$ cat src/rtl/instr_encode_loader.sv
// Encodes field-level RV32I requests into 32-bit words and streams them through a FIFO into instruction memory.
// Optional immediate range checking on acceptance is enabled by defining LOADER_IMM_CHECK_EN.
module instr_encode_loader #(
   parameter int unsigned ADDR_W     = 10,
   parameter int unsigned MEM_WORDS  = 1024,
   parameter int unsigned FIFO_DEPTH = 4
) (
   input  logic              clk,
   input  logic              rst,
   input  logic              start,
   input  logic              finish,
   input  logic              in_valid,
   output logic              in_ready,
   input  logic [3:0]        in_type,
   input  logic [2:0]        in_funct3,
   input  logic              in_alt,
   input  logic [4:0]        in_rd,
   input  logic [4:0]        in_rs1,
   input  logic [4:0]        in_rs2,
   input  logic [31:0]       in_imm,
   output logic              mem_we,
   output logic [ADDR_W-1:0] mem_addr,
   output logic [31:0]       mem_wdata,
   input  logic              mem_stall,
   output logic              cpu_hold,
   output logic              busy,
   output logic              done,
   output logic              err,
   output logic [ADDR_W:0]   count
);
   localparam int unsigned PTR_W = (FIFO_DEPTH > 1) ? $clog2(FIFO_DEPTH) : 1;
   localparam int unsigned OCC_W = PTR_W + 1;
   localparam logic [ADDR_W-1:0] LAST_ADDR = ADDR_W'(MEM_WORDS - 1);

   localparam logic [3:0] T_R = 4'd0, T_I = 4'd1, T_IL = 4'd2, T_S = 4'd3, T_B = 4'd4;
   localparam logic [3:0] T_U = 4'd5, T_AUI = 4'd6, T_J = 4'd7, T_JALR = 4'd8;

   typedef enum logic [1:0] {S_IDLE, S_LOAD, S_DRAIN} state_t;

   state_t             state, state_next;
   logic               done_next;
   logic [31:0]        fifo_mem [FIFO_DEPTH];
   logic [PTR_W-1:0]   rd_ptr, wr_ptr;
   logic [OCC_W-1:0]   occ;
   logic [ADDR_W-1:0]  addr, addr_after;
   logic [31:0]        enc_word;
   logic               enc_legal, imm_ok, is_shift;
   logic               fifo_empty, fifo_full, accept, push, bad_beat, pop, wr_done, addr_wrap, start_go;

   assign fifo_empty = (occ == '0);
   assign fifo_full  = (occ == OCC_W'(FIFO_DEPTH));
   assign in_ready   = (state == S_LOAD) && !fifo_full;
   assign accept     = in_valid && in_ready;
   assign push       = accept && enc_legal && imm_ok;
   assign bad_beat   = accept && !(enc_legal && imm_ok);
   assign pop        = !fifo_empty && (!mem_we || !mem_stall);
   assign wr_done    = mem_we && !mem_stall;
   assign addr_wrap  = wr_done && (addr == LAST_ADDR);
   assign start_go   = (state == S_IDLE) && start;
   assign is_shift   = (in_funct3 == 3'b001) || (in_funct3 == 3'b101);

   // A new pop must target the address following any write completing this cycle
   assign addr_after = !wr_done ? addr : (addr_wrap ? '0 : addr + 1'b1);

   // Field packing mirrors the core's decoder opcode map
   always_comb begin
      enc_word  = '0;
      enc_legal = 1'b1;
      case (in_type)
         T_R:    enc_word = {1'b0, in_alt, 5'b0, in_rs2, in_rs1, in_funct3, in_rd, 7'b0110011};
         T_I:    if (is_shift) enc_word = {1'b0, in_alt, 5'b0, in_imm[4:0], in_rs1, in_funct3, in_rd, 7'b0010011};
                 else          enc_word = {in_imm[11:0], in_rs1, in_funct3, in_rd, 7'b0010011};
         T_IL:   enc_word = {in_imm[11:0], in_rs1, in_funct3, in_rd, 7'b0000011};
         T_JALR: enc_word = {in_imm[11:0], in_rs1, 3'b000, in_rd, 7'b1100111};
         T_S:    enc_word = {in_imm[11:5], in_rs2, in_rs1, in_funct3, in_imm[4:0], 7'b0100011};
         T_B:    enc_word = {in_imm[12], in_imm[10:5], in_rs2, in_rs1, in_funct3, in_imm[4:1], in_imm[11], 7'b1100011};
         T_U:    enc_word = {in_imm[31:12], in_rd, 7'b0110111};
         T_AUI:  enc_word = {in_imm[31:12], in_rd, 7'b0010111};
         T_J:    enc_word = {in_imm[20], in_imm[10:1], in_imm[11], in_imm[19:12], in_rd, 7'b1101111};
         default: enc_legal = 1'b0;
      endcase
   end

`ifdef LOADER_IMM_CHECK_EN
   logic s12, s13, s21;
   assign s12 = (&in_imm[31:11]) || !(|in_imm[31:11]);
   assign s13 = ((&in_imm[31:12]) || !(|in_imm[31:12])) && !in_imm[0];
   assign s21 = ((&in_imm[31:20]) || !(|in_imm[31:20])) && !in_imm[0];

   always_comb begin
      imm_ok = 1'b1;
      case (in_type)
         T_I:               imm_ok = is_shift ? (s12 && (in_imm[11:5] == 7'd0)) : s12;
         T_IL, T_S, T_JALR: imm_ok = s12;
         T_B:               imm_ok = s13;
         T_J:               imm_ok = s21;
         T_U, T_AUI:        imm_ok = (in_imm[11:0] == 12'd0);
         default:           imm_ok = 1'b1;
      endcase
   end
`else
   assign imm_ok = 1'b1;
`endif

   always_ff @(posedge clk or posedge rst) begin
      if (rst) state <= S_IDLE;
      else     state <= state_next;
   end

   always_comb begin
      state_next = state;
      done_next  = 1'b0;
      case (state)
         S_IDLE:  if (start) state_next = S_LOAD;
         S_LOAD:  if (finish) state_next = S_DRAIN;
         S_DRAIN: if (fifo_empty && !mem_we) begin
                     state_next = S_IDLE;
                     done_next  = 1'b1;
                  end
         default: state_next = S_IDLE;
      endcase
   end

   always_ff @(posedge clk) begin
      if (push) fifo_mem[wr_ptr] <= enc_word;
   end

   always_ff @(posedge clk or posedge rst) begin
      if (rst) begin
         rd_ptr    <= '0;
         wr_ptr    <= '0;
         occ       <= '0;
         addr      <= '0;
         mem_we    <= 1'b0;
         mem_addr  <= '0;
         mem_wdata <= '0;
         cpu_hold  <= 1'b0;
         busy      <= 1'b0;
         done      <= 1'b0;
         err       <= 1'b0;
         count     <= '0;
      end else begin
         if (push) wr_ptr <= wr_ptr + 1'b1;
         if (pop)  rd_ptr <= rd_ptr + 1'b1;
         if (push && !pop)      occ <= occ + 1'b1;
         else if (pop && !push) occ <= occ - 1'b1;

         // Memory port holds its request while stalled
         if (pop) begin
            mem_we    <= 1'b1;
            mem_addr  <= addr_after;
            mem_wdata <= fifo_mem[rd_ptr];
         end else if (wr_done) begin
            mem_we    <= 1'b0;
         end

         if (start_go) begin
            addr  <= '0;
            count <= '0;
         end else if (wr_done) begin
            addr  <= addr_after;
            count <= count + 1'b1;
         end

         if (start_go)                   err <= 1'b0;
         else if (bad_beat || addr_wrap) err <= 1'b1;

         cpu_hold <= (state_next != S_IDLE);
         busy     <= (state_next != S_IDLE);
         done     <= done_next;
      end
   end
endmodule

$ cat config.mk
export PLATFORM = sky130hd
export DESIGN_NAME = instr_encode_loader
export DESIGN_NICKNAME = d
export VERILOG_FILES = /design/src/rtl/instr_encode_loader.sv
export SDC_FILE = /design/constraint.sdc
export NUM_CORES = 1
export LEC_CHECK = 0
export BUFFER_PORTS_ARGS = -buffer_cell sky130_fd_sc_hd__buf_4
export CORE_AREA = 2 2 135 137
export CTS_CLUSTER_SIZE = 30
export DETAILED_ROUTE_END_ITERATION = 10
export DIE_AREA = 0 0 137 139
export PLACE_DENSITY = 0.7
export SETUP_SLACK_MARGIN = 0.1
export SLEW_MARGIN = 20
export SYNTH_ARGS = -nofsm -noshare
export SYNTH_HDL_FRONTEND = slang
export SYNTH_SLANG_ARGS = --single-unit
$ cat constraint.sdc
create_clock -name clk -period 2.26 [get_ports clk]
set_input_delay 0.452 -clock clk [delete_from_list [all_inputs] [get_ports clk]]
set_output_delay 0.452 -clock clk [all_outputs]
set_load 0.005 [all_outputs]
Yosys cells after proc, flatten, opt, wreduce, memory -nomap -nowiden --
Memories as Yosys holds them, arrays and structs flattened. A register that Yosys moved wholly into a read port is not among the register bits. Index checks and enable logic that the tools add are counted.
Storage, ports and cells: register bits 44, memory bits (writable) 128, bits of input ports 61, output and inout port bits 59, memories kept 1
Operators by class: $add $sub $neg 6, equal/unequal tests 14, multiplexer cells 23, reduce and logical (&&, ||, !) cells 30
Memory list:
- fifo_mem | words 4, width 32, rd ports 1, clocked after Yosys merged registers in 1, write ports 1, RTL line 42 | logic [31:0] fifo_mem [FIFO_DEPTH];
Operators by type and width (number):
- one-hot mux 32 bit (9 select lines) | 1
- 2-to-1 mux 10 bit | 4
- 2-to-1 mux 32 bit | 1
- 2-to-1 mux 11 bit | 2
- == test 4 x 3 -> 1 bit, second input constant | 4
- adder 11 x 1 -> 11 bit, second input constant | 1
- logical AND 1 bit | 11
- adder 10 x 1 -> 10 bit, second input constant | 1
- == test 10 bit, second input constant | 1
- nonzero test 2 bit | 5
- 2-to-1 mux 1 bit | 9
- OR reduction 9 bit | 1
- == test 4 x 2 -> 1 bit, second input constant | 2
- logical NOT 1 bit | 7
- == test 3 bit, second input constant | 2
- 2-to-1 mux 2 bit | 3
- 2-to-1 mux 3 bit | 2
- one-hot mux 2 bit (3 select lines) | 1
- adder 2 x 1 -> 2 bit, second input constant | 2
- == test 4 x 1 -> 1 bit, second input constant | 1
- == test 4 bit, second input constant | 1
- logical NOT 4 bit | 1
- adder 3 x 1 -> 3 bit, second input constant | 1
- == test 3 x 1 -> 1 bit, second input constant | 1
- 6 further kinds | 8

Logic depth before layout (Yosys ltp) --
depth in word-level cells 9, mapped depth 10, gate-level depth less buffers 9

Worst setup path after synthesis --
Ideal clock, no wire load.
path type input to register, start point input port in_type[1], end point memory fifo_mem[0][10], enable pin, data arrival time 2.099 ns, data required time 1.869 ns, path slack -0.230 ns, cell stages on the path 5, buffers on the path 1, path through or3_1 > nand2_2 > and3_1 > buf_4 > and2_1
Between the ends: word-level cells in the longest chain between the ends 6, elaborated cells between the ends (all ways) 14, classes of those cells eq/ne (8); mux (3); reduce/logical (3)
RTL lines:
- start, declared | RTL line 14 | input logic [3:0] in_type,
- == test 4 x 1 -> 1 bit, or another cell as far along | RTL line 69 | case (in_type)
- OR reduction 9 bit (no source line) *
- 2-to-1 mux 1 bit * | RTL line 69
- logical AND 1 bit * | RTL line 54 | assign push = accept && enc_legal && imm_ok;
- net push | RTL line 48 | logic fifo_empty, fifo_full, accept, push, bad_beat, pop, wr_done, addr_wrap, start_go;
- 2-to-1 mux 1 bit * | RTL line 125 | if (push) fifo_mem[wr_ptr] <= enc_word;
- 2-to-1 mux 1 bit (not written as such) * | RTL line 125
- end, declared | RTL line 42
The timed path passes the listed nets; every way through them passes the cells marked *.

Worst setup path after layout --
start point register state[1], end point register occ[2]
Between the ends: word-level cells in the longest chain between the ends 7, elaborated cells between the ends (all ways) 9, classes of those cells eq/ne (1); mux (1); reduce/logical (7)
RTL lines:
- start, declared | RTL line 40 | state_t state, state_next;
- start signal, assigned | RTL line 107 | else state <= state_next;
- == test 2 x 1 -> 1 bit * | RTL line 52 | assign in_ready = (state == S_LOAD) && !fifo_full;
- logical AND 1 bit * | RTL line 52
- logical AND 1 bit * | RTL line 53 | assign accept = in_valid && in_ready;
- logical AND 1 bit * | RTL line 54
- logical NOT 1 bit | RTL line 146 | else if (pop && !push) occ <= occ - 1'b1;
- logical AND 1 bit | RTL line 146
- nonzero test 2 bit (no source line)
- end signal, assigned | RTL line 145 | if (push && !pop) occ <= occ + 1'b1;
- end signal, assigned | RTL line 146
- end, declared | RTL line 44 | logic [OCC_W-1:0] occ;
Mark *: on every way between the ends. The rest lies on a longest branch, timed or not. A chain may end at the register's enable or synchronous reset.

==> impl_metrics.py <==
metrics = {
    "synthesis": {
        "synth_seq_area_share_pct": 65.64,
        "synthAdderAreaFrac_pct": 1.261,
        "syn_area_um2": 8532,
        "syn_avg_cell_area_um2": 13.87,
        "synth_top_family_by_area": "simple AND/OR/NAND/NOR gates",
        "synth_compound_area_share_pct": 6.995,
        "synth-edff-count": 124,
        "muxShareOfSynthArea_pct": 10.22,
        "synthSimpleGateAreaFrac_pct": 11.34,
        "synth_top_area_share_pct": 43.64,
        "mappedNetlistNets": 684,
        "yosysTopAreaCell": "edfxtp_1",
        "yosysUniqueCellTypes": 58,
        "synthCells": 615,
        "yosysWarnings": 0,
        "synthTopCellsByArea": "edfxtp_1, dfrtp_1, mux4_2",
        "yosys_register_bits": 199,
        "synthArstFlopShare_pct": 37.69,
        "yosys_most_used_dff": "edfxtp_1",
        "synth_xor_area_share_pct": 2.361,
    },
    "critical_path": {
        "r2r_end": "occ[2]",
        "cp_top_family": "simple AND/OR/NAND/NOR gates",
        "crit_path_end_kind": "flip-flop",
        "arrival_ns": 2.35,
        "startpoint_type": "flip-flop",
        "max_stage_delay_ns": 0.40,
        "slowest_stage": "dfrtp_1",
        "path_buf_inv": 1,
        "cpMostUsedCell": "xor2_1",
        "critPathKind": "reg2reg",
        "crit_fanout": 4,
        "r2r-start": "state[1]",
        "r2r_slack_ns": 0.26,
        "critPathRequiredTime_ns": 2.61,
        "ff2ff_path_depth": 9,
        "crit_chain": "nand2b_1 -> a21oi_2 -> and3_4 -> ha_4 -> inv_2 -> fa_2 -> xor2_1 -> nor2_1 -> xor2_1",
    },
    "drt": {
        "ant_nets": 0,
        "drc": 0,
        "routedWlPerCell_um": 18.94,
        "num_vias": 5546,
        "first_iter_violations": 342,
        "vias_per_cell": 5.585,
        "drt-total-wl_um": 18810,
        "dr.pass1.iters": 5,
    },
    "grt": {
        "gr-total-overflow": 0,
        "grt_pass1_vias": 5758,
        "grt_usage_pct": 21.04,
        "grt_max_degree": 76,
        "grt_pass1_wl_um": 30410,
        "antenna_found_initial": 0,
    },
    "power_and_ir_drop": {
        "total_power_mw": 11.05,
        "pwr_density_cell_nw_per_um2": 1057,
        "p_leak_nw": 4.295,
        "ir_worst_vdd_mv": 0.6824,
    },
    "clocking": {
        "clk_pin_slew_ns": 0.07,
        "ctsHoldBuffers": 0,
        "worstSkewPairLatency_ns": 0.43,
        "numCtsBuffers": 17,
        "post_cts.repair.setup_buffers": 0,
        "cts_sinks": 199,
        "cts_root_buffer": "clkbuf_16",
        "h-tree-depth": 4,
        "cts_resized": 0,
        "cts_tree": "yes",
        "clk_path_buf_depth": 2,
    },
    "sta": {
        "setup_viol": 0,
        "min_period_over_period_pct": 88.70,
        "skew_ns": 0.007056,
        "hold_viol": 0,
        "holdWs_ns": 0.1412,
        "worstMarginPinSlew_ns": 0.7126,
        "layout_min_cycle_time_ns": 2.005,
        "maxSlewHeadroom_pct": 52.49,
        "grt_setup_unrepaired": "no",
        "clock.fmax_ghz": 0.4988,
        "slew_violations": 0,
    },
    "min_path": {
        "min_path_type": "in2async",
    },
    "floorplan": {
        "fp.dieW_um": 137,
        "placementRows": 49,
        "initial_core_util_pct": 48.32,
        "die-area_um2": 19040,
        "die_y_um": 139,
        "core_area_um2": 17660,
        "io_pins": 120,
    },
    "place": {
        "dp_hpwl_um": 12610,
        "io_buffers": 119,
        "gp_congestion": 0.9021,
        "place_area_um2": 9907,
    },
    "cells_and_area": {
        "layout-drive-gt1-share_pct": 30.89,
        "nets": 820,
        "n_fill_cell": 1429,
        "n_antenna_cell": 0,
        "finish.instance_area_um2": 10460,
        "area_delta_synth_final_pct": 22.55,
    },
    "job": {
        "cap_viol_max_count": 0,
    },
    "outcome": {
        "status": "complete, no violations",
    },
}
[cell type report]
class | count | area (µm²) | share of cell area, %
repair buffers | 149 | 1194 | 11.42
multi-input cells | 375 | 2796 | 26.74
clock inverters | 12 | 93.84 | 0.8974
well taps | 229 | 286.5 | 2.740
inverters | 9 | 37.54 | 0.3590
flip-flops and latches | 199 | 5602 | 53.57
clock buffers | 20 | 446.7 | 4.272
[per-stage QoR]
stage          setup WS, ns  setup TNS (ns)  util (%)  std cells
2_1_floorplan       0.04440               0         -        615
3_3_place_gp       0.005181               0     56.11        961
3_5_place_dp       -0.06377        -0.06377     56.11        961
4_1_cts              0.1879               0     59.17        993
5_1_grt              0.1378               0     59.22        993
6_report             0.2553               0     59.22        993
[metal layers]
layer	part of all wire [%]	GRT usage, %
met3	6.0	3.838
met5	0	0
met1	43	29.66
met4	1.7	6.457
met2	49	33.49
[cells by family after synthesis]
family	after synthesis
compound gates	82
fa+ha+maj	8
flops	199
buf+inv	41
simple gates	214
mux	48
xor+xnor	23
[flip-flops by register name, summed over array words and instances, names as in the netlist]
name / cells
addr: 10
busy: 1
count: 11
done: 1
err: 1
fifo_mem: 124
mem_addr: 10
mem_wdata: 31
mem_we: 1
occ: 3
rd_ptr: 2
state: 2
wr_ptr: 2
[how the worst max path moves through the flow]
stage | startpoint | to | slack, ns | depth (start not counted)
after floorplan | in_type[2] | occ[2] | 0.04 | 10
after global placement | in_type[2] | occ[2] | 0.005 | 10
after detailed placement | in_type[2] | occ[2] | -0.06 | 10
after CTS | state[1] | occ[2] | 0.19 | 9
after global routing | state[1] | occ[2] | 0.14 | 9
final | state[1] | occ[2] | 0.26 | 9
[synthesized netlist by cell type (all sizes together) (10+ instances only)]
cell type and count:
a21o 10, a21oi 13, buf 22, clkbuf 10
dfrtp 75, edfxtp 124, mux2i 14, mux4 31
nand2 121, nor2 36, o21ai 11, xnor2 12
xor2 11
[where the power goes]
| part | switching, mW | internal [mW] |
|---|---|---|
| registers | 0.487 | 4.51 |
| clock network | 1.34 | 1.45 |
| logic | 1.57 | 1.69 |
| total | 3.40 | 7.65 |
[placed cells by master, fill, tap and decap left out, types with 7 or more instances in the layout]
master and n:
xor2_1 11, mux4_2 31, edfxtp_1 124, nor2_1 35
o21ai_0 10, dfrtp_1 74, nand2_1 120, nand2b_1 7
a21oi_1 10, clkbuf_16 17, a21o_1 10, xnor2_1 12
mux2i_1 14, buf_4 143, a22o_1 9
[worst min-delay path, stage by stage]
cell	delay, ns
buf_4	0.12
clkinvlp_4	0.07
buf_12	0.35
No activity file was read; power rests on OpenSTA's default activity.
